File: src/rtl/noc_inj_pkg.sv
// Shared types and default widths for the NoC test-packet injection scheduler.
package noc_inj_pkg;

    localparam int DEF_PKT_W = 15;
    localparam int DEF_IDX_W = 7;
    localparam int FLAG_BIT  = DEF_PKT_W - 1;

    typedef enum logic [1:0] {
        ST_IDLE  = 2'd0,
        ST_DRIVE = 2'd1,
        ST_GAP   = 2'd2
    } state_e;

    typedef struct packed {
        logic                   flag;
        logic [DEF_PKT_W-2:0]   data;
    } slot_t;

    function automatic slot_t make_slot(input logic [DEF_PKT_W-2:0] data);
        slot_t s;
        s.flag = 1'b1;
        s.data = data;
        return s;
    endfunction

endpackage

File: src/rtl/noc_inj_fifo.sv
// Synchronous command FIFO with registered full/empty flags; DEPTH must be a power of 2.
module noc_inj_fifo #(
    parameter int WIDTH = 21,
    parameter int DEPTH = 4
) (
    input  logic             clk,
    input  logic             rst_n,
    input  logic             push,
    input  logic             pop,
    input  logic [WIDTH-1:0] wdata,
    output logic [WIDTH-1:0] rdata,
    output logic             full,
    output logic             empty
);

    localparam int AW = $clog2(DEPTH);
    localparam int CW = AW + 1;

    logic [WIDTH-1:0] mem [DEPTH];
    logic [AW-1:0]    wr_ptr;
    logic [AW-1:0]    rd_ptr;
    logic [CW-1:0]    count;
    logic [CW-1:0]    count_next;
    logic             do_push;
    logic             do_pop;

    // A push while full is refused even if a pop happens on the same edge.
    assign do_push = push && !full;
    assign do_pop  = pop && !empty;
    assign rdata   = mem[rd_ptr];

    // NOTE: default assignment first so every path assigns and no latch is inferred.
    always_comb begin
        count_next = count;
        if (do_push && !do_pop) begin
            count_next = count + 1'b1;
        end else if (!do_push && do_pop) begin
            count_next = count - 1'b1;
        end
    end

    // NOTE: sequential state uses non-blocking assignments so all registers update together.
    always_ff @(posedge clk or negedge rst_n) begin
        if (!rst_n) begin
            wr_ptr <= '0;
            rd_ptr <= '0;
            count  <= '0;
            full   <= 1'b0;
            empty  <= 1'b1;
        end else begin
            if (do_push) wr_ptr <= wr_ptr + 1'b1;
            if (do_pop)  rd_ptr <= rd_ptr + 1'b1;
            count <= count_next;
            full  <= (count_next == CW'(DEPTH));
            empty <= (count_next == '0);
        end
    end

    // NOTE: storage is not reset; only the pointers and flags decide what is valid.
    always_ff @(posedge clk) begin
        if (do_push) mem[wr_ptr] <= wdata;
    end

endmodule

File: src/rtl/noc_inject_scheduler.sv
// Queues (router, payload) commands and drives one router slot at a time, with idle gaps.
// Optional build macro AUTO_SWEEP_EN adds a one-shot sweep over all routers.
module noc_inject_scheduler
    import noc_inj_pkg::*;
#(
    parameter int NUM_ROUTERS = 81,
    parameter int PKT_W       = DEF_PKT_W,
    parameter int IDX_W       = DEF_IDX_W,
    parameter int FIFO_DEPTH  = 4,
    parameter int GAP_CYCLES  = 2,
    parameter int TIMEOUT     = 255
) (
    input  logic                         clk,
    input  logic                         rst_n,
    input  logic                         enable,
    input  logic                         cmd_valid,
    output logic                         cmd_ready,
    input  logic [IDX_W-1:0]             cmd_router,
    input  logic [PKT_W-2:0]             cmd_data,
    input  logic [NUM_ROUTERS-1:0]       rtr_ready,
`ifdef AUTO_SWEEP_EN
    input  logic                         sweep_start,
    input  logic [PKT_W-2:0]             sweep_data,
`endif
    output logic [NUM_ROUTERS*PKT_W-1:0] out_to_router,
    output logic                         busy,
    output logic [15:0]                  inj_count,
    output logic                         err_timeout,
    output logic                         err_bad_index
);

    localparam int WAIT_W = $clog2(TIMEOUT + 1);
    localparam int GAP_W  = (GAP_CYCLES > 1) ? $clog2(GAP_CYCLES) : 1;
    localparam int CMD_W  = IDX_W + PKT_W - 1;

    state_e             state;
    logic [WAIT_W-1:0]  wait_cnt;
    logic [GAP_W-1:0]   gap_cnt;
    logic [IDX_W-1:0]   cur_idx;

    logic               fifo_full;
    logic               fifo_empty;
    logic               fifo_push;
    logic               fifo_pop;
    logic [CMD_W-1:0]   fifo_rdata;
    logic               cmd_fire;
    logic               cmd_ok;

    logic               load;
    logic [IDX_W-1:0]   load_idx;
    logic [PKT_W-2:0]   load_data;
    logic               clear_bus;
    logic               accepted;
    logic               timed_out;

`ifdef AUTO_SWEEP_EN
    logic               sweep_active;
    logic [IDX_W-1:0]   sweep_idx;
    logic [PKT_W-2:0]   sweep_payload;
    logic               sweep_go;
    logic               sweep_step;
`endif

    assign cmd_ready = !fifo_full;
    assign cmd_fire  = cmd_valid && cmd_ready;
    assign cmd_ok    = (cmd_router < IDX_W'(NUM_ROUTERS));
    assign fifo_push = cmd_fire && cmd_ok;

    noc_inj_fifo #(
        .WIDTH (CMD_W),
        .DEPTH (FIFO_DEPTH)
    ) u_fifo (
        .clk   (clk),
        .rst_n (rst_n),
        .push  (fifo_push),
        .pop   (fifo_pop),
        .wdata ({cmd_router, cmd_data}),
        .rdata (fifo_rdata),
        .full  (fifo_full),
        .empty (fifo_empty)
    );

    always_comb begin
        fifo_pop  = 1'b0;
        load      = 1'b0;
        load_idx  = fifo_rdata[CMD_W-1 -: IDX_W];
        load_data = fifo_rdata[PKT_W-2:0];
        clear_bus = 1'b0;
        accepted  = 1'b0;
        timed_out = 1'b0;
`ifdef AUTO_SWEEP_EN
        sweep_go   = 1'b0;
        sweep_step = 1'b0;
`endif
        case (state)
            ST_IDLE: begin
`ifdef AUTO_SWEEP_EN
                // A running sweep owns the bus until its last router; queued commands wait.
                if (sweep_active) begin
                    if (enable) begin
                        load       = 1'b1;
                        sweep_step = 1'b1;
                        load_idx   = sweep_idx;
                        load_data  = sweep_payload;
                    end
                end else if (enable && !fifo_empty) begin
                    fifo_pop = 1'b1;
                    load     = 1'b1;
                end else if (enable && sweep_start) begin
                    load      = 1'b1;
                    sweep_go  = 1'b1;
                    load_idx  = '0;
                    load_data = sweep_data;
                end
`else
                if (enable && !fifo_empty) begin
                    fifo_pop = 1'b1;
                    load     = 1'b1;
                end
`endif
            end
            ST_DRIVE: begin
                // Router acceptance wins over a timeout expiring on the same edge.
                if (rtr_ready[cur_idx]) begin
                    clear_bus = 1'b1;
                    accepted  = 1'b1;
                end else if (wait_cnt == WAIT_W'(TIMEOUT - 1)) begin
                    clear_bus = 1'b1;
                    timed_out = 1'b1;
                end
            end
            default: ;
        endcase
    end

    always_ff @(posedge clk or negedge rst_n) begin
        if (!rst_n) begin
            state         <= ST_IDLE;
            wait_cnt      <= '0;
            gap_cnt       <= '0;
            cur_idx       <= '0;
            inj_count     <= '0;
            err_timeout   <= 1'b0;
            err_bad_index <= 1'b0;
        end else begin
            if (cmd_fire && !cmd_ok) err_bad_index <= 1'b1;
            if (timed_out)           err_timeout   <= 1'b1;
            if (accepted)            inj_count     <= inj_count + 16'd1;
            case (state)
                ST_IDLE: begin
                    if (load) begin
                        state    <= ST_DRIVE;
                        cur_idx  <= load_idx;
                        wait_cnt <= '0;
                    end
                end
                ST_DRIVE: begin
                    if (clear_bus) begin
                        state   <= ST_GAP;
                        gap_cnt <= '0;
                    end else begin
                        wait_cnt <= wait_cnt + 1'b1;
                    end
                end
                ST_GAP: begin
                    if (gap_cnt == GAP_W'(GAP_CYCLES - 1)) state <= ST_IDLE;
                    else                                   gap_cnt <= gap_cnt + 1'b1;
                end
                default: state <= ST_IDLE;
            endcase
        end
    end

`ifdef AUTO_SWEEP_EN
    always_ff @(posedge clk or negedge rst_n) begin
        if (!rst_n) begin
            sweep_active  <= 1'b0;
            sweep_idx     <= '0;
            sweep_payload <= '0;
        end else if (sweep_go) begin
            sweep_active  <= (NUM_ROUTERS > 1);
            sweep_idx     <= IDX_W'(1);
            sweep_payload <= sweep_data;
        end else if (sweep_step) begin
            if (sweep_idx == IDX_W'(NUM_ROUTERS - 1)) sweep_active <= 1'b0;
            else                                     sweep_idx    <= sweep_idx + 1'b1;
        end
    end

    assign busy = (state != ST_IDLE) || !fifo_empty || sweep_active;
`else
    assign busy = (state != ST_IDLE) || !fifo_empty;
`endif

    // One register per slot, so the bus is registered and cleared directly by reset.
    for (genvar i = 0; i < NUM_ROUTERS; i++) begin : g_slot
        logic [PKT_W-1:0] slot;

        always_ff @(posedge clk or negedge rst_n) begin
            if (!rst_n) begin
                slot <= '0;
            end else if (load && (load_idx == IDX_W'(i))) begin
                slot <= {1'b1, load_data};
            end else if (clear_bus) begin
                slot <= '0;
            end
        end

        assign out_to_router[i*PKT_W +: PKT_W] = slot;
    end

endmodule

File: config.mk
export PLATFORM = sky130hd
export DESIGN_NAME = noc_inject_scheduler
export DESIGN_NICKNAME = d
export VERILOG_FILES = /design/src/rtl/noc_inj_pkg.sv /design/src/rtl/noc_inj_fifo.sv /design/src/rtl/noc_inject_scheduler.sv
export SDC_FILE = /design/constraint.sdc
export NUM_CORES = 2
export LEC_CHECK = 0
export CAP_MARGIN = 20
export CORE_AREA = 2 2 516 518
export CTS_CLUSTER_SIZE = 28
export DETAILED_ROUTE_END_ITERATION = 8
export DIE_AREA = 0 0 518 520
export PLACE_DENSITY = 0.37
export RECOVER_POWER = 50
export REMOVE_ABC_BUFFERS = 1
export SYNTH_ARGS = -nofsm -noshare
export SYNTH_HDL_FRONTEND = slang
export SYNTH_SLANG_ARGS = --single-unit
File: constraint.sdc
create_clock -name clk -period 8.8 [get_ports clk]
set_clock_uncertainty 0.15 [all_clocks]
set_input_delay 1.76 -clock clk [delete_from_list [all_inputs] [get_ports clk]]
set_output_delay 1.76 -clock clk [all_outputs]
set_load 0.005 [all_outputs]
# [Yosys cells after proc, flatten, opt, wreduce, memory -nomap -nowiden]
# Memory sizes are Yosys's and may differ from the RTL's.
# Cells that the tools add are included.
[op_classes] add_sub_neg=7 n_reduce_logical=186 mux=107 bitwise_logic=0 n_shift=0 eq_ne=88 n_mul=0 div=0 order_cmp=2
[op_table] op="$mux 15" n=82
[op_table] op="$eq 7x6->1 const B" n=32
[op_table] op="$reduce_bool 2->1" n=84
[op_table] op="$eq 7x7->1 const B" n=17
[op_table] op="$eq 7x5->1 const B" n=16
[op_table] op="$logic_and 1x1->1" n=89
[op_table] op="$eq 7x4->1 const B" n=8
[op_table] op="$eq 7x3->1 const B" n=4
[op_table] op="$add 16x1->16 const B" n=1
[op_table] op="$mux 8" n=2
[op_table] op="$pmux 8 s2" n=1
[op_table] op="$eq 7x2->1 const B" n=2
[op_table] op="$mux 1" n=14
[op_table] op="$add 8x1->8 const B" n=1
[op_table] op="$eq 8x8->1 const B" n=1
[op_table] op="$lt 7x8->1 const B" n=1
[op_table] op="$ne 2x2->1 const B" n=4
[op_table] op="$bmux 1 s7" n=1
[op_table] op="$eq 7x1->1 const B" n=1
[op_table] op="$logic_not 7->1" n=1
[op_table] op="$lt 7x7->1 const B" n=1
[op_table] op="$mux 2" n=3
[op_table] op="$mux 3" n=2
[op_table] op="$pmux 2 s3" n=1
[op_table] op="other kinds (14)" n=21
[word_totals] romBits=0 n_memories=1 reg_bits=1260 ram_bits=84 latch_bits=0 in_bits=106 wordCells=484 output_inout_bits=1235
[memory_table] memory="u_fifo.mem" depth=4 width=21 read_ports=1 rd_ports_with_merged_regs=0 write_ports=1 line="noc_inj_fifo.sv:19" rtl="logic [WIDTH-1:0] mem [DEPTH];"

# [Logic depth before layout (Yosys ltp)]
[logic_depth] ltp_word=9 mapped_depth=12 depth_no_buf=7

# [Hierarchy]
# A second synthesis with hierarchy kept.
[unflattened] cells_unflattened=5651 hier_area_um2=53730.3
[modules_own_cells] module="noc_inject_scheduler" cells_per_inst=5489 n_inst=1 area_each_um2=50155.6 seq_area_each_um2=31305.0
[modules_own_cells] module="noc_inj_fifo" cells_per_inst=162 n_inst=1 area_each_um2=3574.7 seq_area_each_um2=2748.9

# [Worst setup path before layout]
# Ideal clock, no wire load.
[synth_path] path_type="input -> register" from="input rtr_ready[47]" to="register g_slot[33].slot[0]" t_arrival_ps=3821 setup_ps=81 n_path_buf=3 slack_ps=4748 cell_stages=9 t_required_ps=8569 cell_sequence="mux4_2 mux4_2 or3b_1 o211ai_2 a21oi_2 buf_6 buf_6 buf_4 o22ai_2"
[synth_via] elab_chain_len=5
[synth_lines] element="from (decl)" line="noc_inject_scheduler.sv:20" rtl="input logic [NUM_ROUTERS-1:0] rtr_ready,"
[synth_lines] element="$bmux 1 s7" line="noc_inject_scheduler.sv:124" rtl="if (rtr_ready[cur_idx]) begin"
[synth_lines] element="$mux 1 (not written as such)" line="noc_inject_scheduler.sv:124"
[synth_lines] element="$mux 1" line="noc_inject_scheduler.sv:124"
[synth_lines] element="$mux 1" line="noc_inject_scheduler.sv:95" rtl="case (state)"
[synth_lines] element="$reduce_bool 2->1 (no source line)"
[synth_lines] element="to (signal assigned)" line="noc_inject_scheduler.sv:203" rtl="slot <= {1'b1, load_data};"
[synth_lines] element="to (decl)" line="noc_inject_scheduler.sv:197" rtl="logic [PKT_W-1:0] slot;"
# No other way between the ends. The select of a mux whose other input is x is not followed.
# A chain may end at the register's enable or synchronous reset.

# [Final worst setup path]
[layout_path] from="input rtr_ready[37]" to="register g_slot[36].slot[14]"
[layout_via] elab_chain_len=5
[layout_lines] element="$bmux 1 s7" line="noc_inject_scheduler.sv:124"
[layout_lines] element="$mux 1 (not written as such)" line="noc_inject_scheduler.sv:124"
[layout_lines] element="$mux 1" line="noc_inject_scheduler.sv:124"
[layout_lines] element="$mux 1" line="noc_inject_scheduler.sv:95"
[layout_lines] element="$reduce_bool 2->1 (no source line)"
[layout_lines] element="to (signal assigned)" line="noc_inject_scheduler.sv:203"
[layout_lines] element="to (decl)" line="noc_inject_scheduler.sv:197"
# No other way between the ends. The select of a mux whose other input is x is not followed.

==> summary.md <==
| Metric | Value |
|---|---|
| Status | `finished, violations left` |
| Failing checks | `max-capacitance violations, max-slew violations` |
| Post-CTS sizing | `0` |
| Min Tclk post-route | `5.56 ns` |
| Pleak | `34.4 nW` |
| Hold depth | `2` |
| Max Cap Viol | `11` |
| Setup TNS | `0 ns` |
| Clk sinks | `1344` |
| Slew Viols, Final | `854` |
| Syn. warnings | `0` |
| Critical Path RT | `9.36 ns` |
| HPWL after detailed placement | `176000 um` |
| RSZ-0062 raised after global routing | `false` |
| Starting density of the core | `21.8%` |
| Row cnt | `189` |
| DRC Markers | `0` |
| Post-Synthesis Cells | `4662` |
| CTS buffer count | `167` |
| Inst Count DP | `9190` |
| Vias/cell | `4.46` |
| Gpl congestion | `0.771` |
| Layout area overhead | `39.4%` |
| Layout fillers | `26900` |
| Setup Crit Path Kind | `in2reg` |
| Nets | `5948` |
| Setup violations, final | `0` |
| Critical path endpoint category | `flop` |
| Netlist cell types | `58` |
| Largest net degree at the start of global routing | `147` |
| Most common cell in the netlist | `dfrtp_1` |
| Top area cells in the synthesized netlist | `dfrtp_1 55%, o22ai_2 19%, nand2_1 8.0%` |
| DR pass1 iterations | `6` |
| Post-CTS setup buffers | `0` |
| Hold Fails Final Rpt | `0` |
| Main synth FF type | `dfrtp_1` |
| Fmax | `180 MHz` |
| Routed wire length | `266000 um` |
| Largest buffer count on any clock path | `3` |
| Die Y-Extent | `520 um` |
| Final Core Density | `30.3%` |
| H-Tree Depth | `4` |
| Clk pin slew, worst setup/hold paths | `0.05 ns` |
| Cell area after synthesis | `57400 um^2` |
| Number of synthesized flops with an enable pin | `84` |
| Worst slew pin tran | `3.93 ns` |
| Clk_lat worst skew | `0.83 ns` |
| Layout Cells excl Fill | `9511` |
| Initial antenna violation count | `22` |
| VDD IR-drop max | `0.000357 V` |
| Synth cell count leaders | `1259 x dfrtp_1, 1220 x nand2_1, 889 x o22ai_2, 315 x clkbuf_1, 191 x o22ai_1` |
| ANT nets after route | `0` |
| Vias in the first global route | `42600` |
| Die X | `518 um` |
| Routed WL per cell | `28.0 um` |
| Overflow after GRT | `0` |
| Post-Syn Area per Cell | `12.3 um^2` |
| FF+latch area | `34100 um^2` |
| Placed cell areas | `74200 um^2` |
| Die area | `269000 um^2` |
| I/O pins | `1341` |
| Post-synth ARST share | `93.8%` |
| CTS tree | `yes` |
| Post-synthesis register bit count | `1344` |
| Initial DRC count | `2838` |
| Final instance area | `80000 um^2` |
| Worst Reg-to-Reg Cells | `9` |
| Synth area leader | `dfrtp_1` |
| CTS hold repair buffers | `0` |
| Multi-input combinational cell area | `20300 um^2` |
| WP data arrival | `6.12 ns` |
| Worst hold path class | `reg2reg` |
| Number of buffers inserted by port buffering | `1340` |
| Core ar. | `264000 um^2` |
| Tcrit/Tclk final | `63.2%` |
| Gr usage total | `19.1%` |
| Seq/Total Area, Yosys | `59.3%` |
| Share of the synthesized area in the top cell type | `54.9%` |
| Worst Path Max Fanout | `59` |
| Power, Total | `23.5 mW` |
| Via count | `42400` |
| Max_slew headroom | `-162%` |
| Share of post-route cells with drive strength above 1 | `23.5%` |
| Power Density | `294 nW/um^2` |
| First-pass GRT wire length | `366000 um` |
| Clock Root Buffer | `clkbuf_16` |
| CP Launch Type | `input port` |
## layer usage
layer	share of wire, %	track usage, %
met5	0.0094	0
met4	3.5	6.66
met3	8.1	6.77
met2	47	30.7
met1	42	23.7
## power by group
group,total [mW],leakage (nW),internal (mW),switching [mW]
sequential,7.41,18.2,6.95,0.457
combinational,8.97,13.4,2.62,6.35
clock,7.16,2.79,4.18,2.98
total,23.5,34.4,13.8,9.79
## flip-flops by register name, summed over array words and instances, names as in the netlist, 3 cells and up
register,count
u_fifo.count,3
inj_count,16
wait_cnt,8
u_fifo.mem,84
g_slot.slot,1215
cur_idx,7
## cells by family after synthesis
family | Yosys count | share of synthesized area, %
and+or+nand+nor | 1320 | 8.92
DFF | 1344 | 59.3
xor gates and xnor gates | 21 | 0.320
muxes | 73 | 1.70
adders and majority gates | 11 | 0.231
AOI/OAI and AO/OA | 1272 | 23.8
buffers and inverters | 621 | 5.73
## critical path, stage by stage
cell	delay, ns
dlygate4sd3_1	0.53
mux4_2	0.49
mux4_2	0.47
or3b_1	0.41
o211ai_1	0.13
clkbuf_1	0.88
a21oi_4	0.34
buf_12	0.30
buf_4	0.42
o21ai_0	0.29
## worst paths after layout
| kind | startpoint | end | slack (ns) |
|---|---|---|---|
| hold reg to reg | err_timeout | err_timeout | 0.32 |
| min in group asynchronous | rst_n | g_slot[64].slot[13] | 0.73 |
| setup / recovery | rtr_ready[37] | g_slot[36].slot[14] | 3.24 |
| setup reg to reg | cur_idx[0] | g_slot[36].slot[14] | 3.56 |
| hold / removal | err_timeout | err_timeout | 0.32 |
| max in group asynchronous | rst_n | g_slot[46].slot[3] | 3.30 |
## cell type report
| class | count | area share (%) |
|---|---|---|
| clock inverter | 56 | 0.866 |
| multi-input combinational | 2697 | 25.4 |
| sequential | 1344 | 42.6 |
| tap | 3533 | 5.52 |
| inverter | 104 | 0.488 |
| clock buffer | 253 | 6.25 |
| timing repair buffer | 1519 | 18.9 |
| antenna | 5 | 0.0156 |
## through the flow
step / hold WS, ns / setup slack [ns]
global placement: 0.300 / 2.91
detailed placement: 0.305 / 2.92
global route: 0.354 / 2.59
finish: 0.318 / 3.24
floorplan: 0.285 / -34.34
CTS: 0.318 / 3.81
## placed cells by master, fill, tap and decap left out, types with 38 or more instances in the layout
cell type,count
edfxtp_1,84
dfrtp_1,1256
o22ai_1,191
nand2_1,1207
inv_1,104
clkbuf_8,44
o21ai_0,82
clkbuf_1,48
dlygate4sd3_1,612
mux2i_1,38
clkdlybuf4s50_1,727
a32o_1,56
clkbuf_16,170
buf_4,140
o22ai_2,889
Note: power is estimated with default switching activity, not from simulation.
